[src/rtl/teclado_varredura.sv]
// 4x4 keypad scanner: drives one column low at a time, debounces a single-key press
// and strobes its calculator key code; multi-key presses are swallowed until released.
module teclado_varredura #(
  parameter int SCAN_DIV     = 1000,
  parameter int DEBOUNCE_CYC = 50000
) (
  input  logic       clk,
  input  logic       rst_n,
  input  logic [3:0] linhas,
  output logic [3:0] colunas,
  output logic [3:0] tecla,
  output logic       tecla_valida,
  output logic       tecla_presa
);

  localparam int DW = (SCAN_DIV > 1) ? $clog2(SCAN_DIV) : 1;
  localparam int BW = (DEBOUNCE_CYC > 1) ? $clog2(DEBOUNCE_CYC) : 1;
  localparam logic [DW-1:0] DWELL_MAX = DW'(SCAN_DIV - 1);
  localparam logic [BW-1:0] DEB_MAX   = BW'(DEBOUNCE_CYC - 1);

  localparam logic [1:0] VARRE  = 2'd0;
  localparam logic [1:0] FILTRA = 2'd1;
  localparam logic [1:0] ACEITA = 2'd2;
  localparam logic [1:0] SOLTA  = 2'd3;

  logic [3:0]    lin_p0;
  logic [3:0]    lin_s;
  logic [1:0]    estado;
  logic [1:0]    col;
  logic [1:0]    col_prox;
  logic [DW-1:0] dwell;
  logic [BW-1:0] deb;
  logic [3:0]    padrao;
  logic          fim_dwell;
  logic          fim_deb;
  logic          tudo_alto;

  function automatic logic [3:0] drv(input logic [1:0] c);
    return ~(4'b0001 << c);
  endfunction

  function automatic logic um_baixo(input logic [3:0] v);
    return ($countones(~v) == 1);
  endfunction

  function automatic logic [1:0] linha_idx(input logic [3:0] v);
    logic [1:0] r;
    r = 2'd0;
    for (int i = 3; i >= 0; i--)
      if (!v[i]) r = 2'(i);
    return r;
  endfunction

  // Keypad legend: r0 = 1 2 3 A, r1 = 4 5 6 B, r2 = 7 8 9 C, r3 = * 0 # D
  function automatic logic [3:0] codigo(input logic [1:0] r, input logic [1:0] c);
    logic [3:0] k;
    k = 4'h0;
    case ({r, c})
      4'd0:  k = 4'h1;
      4'd1:  k = 4'h2;
      4'd2:  k = 4'h3;
      4'd3:  k = 4'hA;
      4'd4:  k = 4'h4;
      4'd5:  k = 4'h5;
      4'd6:  k = 4'h6;
      4'd7:  k = 4'hB;
      4'd8:  k = 4'h7;
      4'd9:  k = 4'h8;
      4'd10: k = 4'h9;
      4'd11: k = 4'hC;
      4'd12: k = 4'hF;
      4'd13: k = 4'h0;
      4'd14: k = 4'hE;
      default: k = 4'hD;
    endcase
    return k;
  endfunction

  assign col_prox  = col + 2'd1;
  assign fim_dwell = (dwell == DWELL_MAX);
  assign fim_deb   = (deb == DEB_MAX);
  assign tudo_alto = (lin_s == 4'hF);

  // Row pattern seen at the end of the dwell; only consulted in FILTRA/ACEITA.
  always_ff @(posedge clk)
    if (estado == VARRE && fim_dwell) padrao <= lin_s;

  always_ff @(posedge clk) begin
    if (!rst_n) begin
      lin_p0       <= 4'hF;
      lin_s        <= 4'hF;
      estado       <= VARRE;
      col          <= 2'd0;
      colunas      <= 4'b1110;
      dwell        <= '0;
      deb          <= '0;
      tecla        <= 4'h0;
      tecla_valida <= 1'b0;
      tecla_presa  <= 1'b0;
    end else begin
      // stage p0 -> s: two-flop synchronizer for the asynchronous rows
      lin_p0       <= linhas;
      lin_s        <= lin_p0;
      tecla_valida <= 1'b0;
      case (estado)
        VARRE: begin
          if (fim_dwell) begin
            dwell <= '0;
            deb   <= '0;
            if (tudo_alto) begin
              col     <= col_prox;
              colunas <= drv(col_prox);
            end else if (um_baixo(lin_s)) begin
              estado <= FILTRA;
            end else begin
              estado      <= SOLTA;
              tecla_presa <= 1'b1;
            end
          end else begin
            dwell <= dwell + 1'b1;
          end
        end
        FILTRA: begin
          if (lin_s != padrao) begin
            estado  <= VARRE;
            col     <= col_prox;
            colunas <= drv(col_prox);
            dwell   <= '0;
            deb     <= '0;
          end else if (fim_deb) begin
            estado       <= ACEITA;
            deb          <= '0;
            tecla        <= codigo(linha_idx(padrao), col);
            tecla_valida <= 1'b1;
            tecla_presa  <= 1'b1;
          end else begin
            deb <= deb + 1'b1;
          end
        end
        ACEITA: begin
          estado <= SOLTA;
          deb    <= '0;
        end
        default: begin
          // Release needs DEBOUNCE_CYC consecutive all-high samples on the held column.
          if (!tudo_alto) begin
            deb <= '0;
          end else if (fim_deb) begin
            estado      <= VARRE;
            col         <= col_prox;
            colunas     <= drv(col_prox);
            dwell       <= '0;
            deb         <= '0;
            tecla_presa <= 1'b0;
          end else begin
            deb <= deb + 1'b1;
          end
        end
      endcase
    end
  end

endmodule

[config.mk]
export PLATFORM = sky130hd
export DESIGN_NAME = teclado_varredura
export DESIGN_NICKNAME = d
export VERILOG_FILES = /design/src/rtl/teclado_varredura.sv
export SDC_FILE = /design/constraint.sdc
export NUM_CORES = 1
export LEC_CHECK = 0
export ABC_AREA = 1
export CORE_AREA = 10 10 91 93
export CTS_CLUSTER_DIAMETER = 50
export CTS_CLUSTER_SIZE = 16
export DETAILED_ROUTE_END_ITERATION = 7
export DIE_AREA = 0 0 101 103
export GPL_ROUTABILITY_DRIVEN = 0
export GPL_TIMING_DRIVEN = 0
export PLACE_DENSITY = 0.67
export SLEW_MARGIN = 20
export SYNTH_ARGS = -nofsm -noshare
export SYNTH_HDL_FRONTEND = slang
export SYNTH_SLANG_ARGS = --single-unit
[constraint.sdc]
create_clock -name clk -period 2.7 [get_ports clk]
set_input_delay 0.54 -clock clk [delete_from_list [all_inputs] [get_ports clk]]
set_output_delay 0.54 -clock clk [all_outputs]
set_load 0.05 [all_outputs]
==> impl_results.md <==
* Run status: complete, no violations
* Hold_ws at 420 ps
* Die Area at 10400 um^2
* Wire length of the first global-routing pass at 11000 um
* Worst-Margin Slew at 834 ps
* Initial antenna violation count at 0
* Port bufs at 15
* Worst Setup Path Type: reg -> reg
* Iter 0 DRT Violations at 111
* Hold_buf cts at 0
* Pwr Total at 1.48 mW
* Synthesized area at 3150 um^2
* Antenna Cells at 0
* Endpoints failing setup at 0
* Post-DR wirelength/cell at 11.5 um
* Final Hold Vio Count at 0
* FF-to-FF End: padrao[3]
* Postcts setup bufs at 0
* Yosys cell types at 37
* Worst R2R Start: estado[0]
* Syn Area/Cell at 7.17 um^2
* Top cells by area, synth: dfxtp_1 31%, nand2_1 12%, nor2_1 6.6%
* Final WS setup at 437 ps
* Setup TNS Final at 0 ps
* Cts repair resizes at 0
* Post-Synthesis Cells at 439
* Critical path capture point type: register
* R2R depth at 5
* DP HPWL at 4780 um
* Gr ovfl total at 0
* Clk_skew at 6.49 ps
* Placed inst area at 3400 um^2
* Minimum clock period after layout at 2260 ps
* Fin. max-slew vios at 0
* Cell taking the most area after synthesis: dfxtp_1
* Clock-pin slew on the worst setup and hold paths at 90 ps
* Clk root buf: clkbuf_8
* GRT Resource Usage Total at 0.127
* CP startpoint kind: register
* H-tree depth at 2
* Maximum vdd drop at 0.000224 V
* Cts bufs inserted at 5
* Skew-Pair Late Insertion Delay at 310 ps
* Post-detailed-route DRC marker count at 0
* Hold crit path type: reg -> reg
* Post-synthesis sequential area ratio at 0.343
* Slew Limit Headroom at 0.439
* Synthesized Nets at 462
* Total clock sinks at 52
* Synth warn at 0
* CTS tree: built
* Io pins at 16
* Crit path from: estado[0]
* Period Utilization, post-route at 0.838
* Die W at 101 um
* Worst-case clock buffer depth at 2
* Post-route ant nets at 0
* Fmax achieved at 442 MHz
* Flop2flop setup slack at 440 ps
* RSZ-0062 raised after global routing: false
* Initial Util at 0.479
* Top cell type's share of synthesized area at 0.305
* Leak Pwr at 1.54 nW
* Worst slack at placement at 441 ps
* Die H at 103 um
* Vias per cell at 4.98
* Post-synthesis sequential element count at 52
* Finished Cell Area at 3540 um^2
* Final wirelength at 6250 um
* Max-Cap Viols at 0
* DR vias at 2699
* Synthesis-to-layout area growth at 12.5%
* CP required at 2650 ps
* Drt pass-1 iters at 4
* Crit path max fanout at 10
* Site Rows at 30
* Share of cells above drive strength 1 at 0.160
* Critical path endpoint: padrao[3]
* Largest net degree at the start of global routing at 17
* Core area at 6570 um^2
* Vias in the first global route at 2563
* Worst path arrival time at 2210 ps
* Pwr Density at 419 nW/um^2
* Fin util at 0.539
* Dpl cells at 534
* Layout Cells excl Fill at 542
* Final nets at 484
## registers in the layout (all words and copies together) (netlist names)
register	count
col	2
colunas	4
deb	16
dwell	10
estado	2
lin_p0	4
lin_s	4
padrao	4
tecla	4
tecla_presa	1
tecla_valida	1
## cell usage after synthesis
cell       number
nor3b_1         2
o2111ai_1       1
dfxtp_1        48
nor2_4          5
edfxtp_1        4
o211ai_1        3
nor2_1         55
buf_1           1
nand2_4         3
nor4_1          1
nand2_2        13
nand4_2         1
o21ai_0        11
buf_6           4
xor2_1          5
nor3_1          7
nand2_1       100
ha_1           16
or2_2           8
clkbuf_1        3
nand3b_4        1
buf_2           1
nand3_4         2
inv_2           7
a21oi_1         3
inv_1          52
nand4_1         9
or2_0           1
or2_1           2
nor2_2          8
o21ai_1         5
nand3_1        40
o21bai_1        2
nand3_2         2
a21oi_2        11
fa_1            1
and3_1          1
## worst min path at each step
stage	slack, ps	end	depth (start not counted)	from
global placement	400	lin_s[3]	1	lin_p0[3]
detailed placement	400	lin_s[0]	1	lin_p0[0]
global route	440	lin_s[2]	1	lin_p0[2]
CTS	420	lin_s[0]	1	lin_p0[0]
floorplan	390	lin_s[0]	1	lin_p0[0]
finish	420	lin_s[2]	1	lin_p0[2]
## layer usage
| metal | part of all wire | global-route usage |
|---|---|---|
| met2 | 0.47 | 0.226 |
| met1 | 0.48 | 0.149 |
| met4 | 0.012 | 0.0397 |
| met3 | 0.033 | 0.0261 |
| met5 | 0 | 0 |
## power by group
| group | internal (mW) | leakage (nW) | total, mW | switching, mW |
|---|---|---|---|---|
| sequential | 0.785 | 0.424 | 0.793 | 0.00857 |
| combinational | 0.0300 | 1.04 | 0.0675 | 0.0375 |
| clock | 0.352 | 0.0729 | 0.624 | 0.272 |
| total | 1.17 | 1.54 | 1.48 | 0.318 |
## cell usage in the layout, fill, tap and decap left out, types with 3 or more instances in the layout
master | Yosys | routed
a21oi_1 | 3 | 3
a21oi_2 | 11 | 11
buf_6 | 4 | 4
clkbuf_1 | 3 | 3
clkbuf_16 | 0 | 3
clkbuf_8 | 0 | 5
clkdlybuf4s50_1 | 0 | 15
dfxtp_1 | 48 | 48
edfxtp_1 | 4 | 4
ha_1 | 16 | 16
inv_1 | 52 | 52
inv_2 | 7 | 7
nand2_1 | 100 | 100
nand2_2 | 13 | 13
nand2_4 | 3 | 3
nand3_1 | 40 | 40
nand4_1 | 9 | 9
nor2_1 | 55 | 55
nor2_2 | 8 | 8
nor2_4 | 5 | 5
nor3_1 | 7 | 7
o211ai_1 | 3 | 3
o21ai_0 | 11 | 11
o21ai_1 | 5 | 5
or2_2 | 8 | 8
xor2_1 | 5 | 5
## worst max-delay path, cell delays in order, from the launching register on
cell and delay, ps:
dfxtp_1 340, inv_1 100, ha_1 360, inv_2 60, clkbuf_1 240, nor4_1 790
## area by class of cell
type | count | area [um^2]
multi-input combinational | 319 | 1780
sequential | 52 | 1080
inverter | 59 | 221
tap | 80 | 100
buffer | 9 | 65.1
fill | 608 | 3030
timing repair buffer | 15 | 150
clock buffer | 8 | 144
## cells by family (layout without fill, tap and decap cells)
kind of cell,after synthesis,count (layout),share of synthesized area
flops,52,52,0.343
fa+ha+maj,17,17,0.0700
compound gates,36,36,0.0755
simple gates,261,261,0.406
buf+inv,68,91,0.0910
xor+xnor,5,5,0.0139
Note: power is estimated with default switching activity, not from simulation.
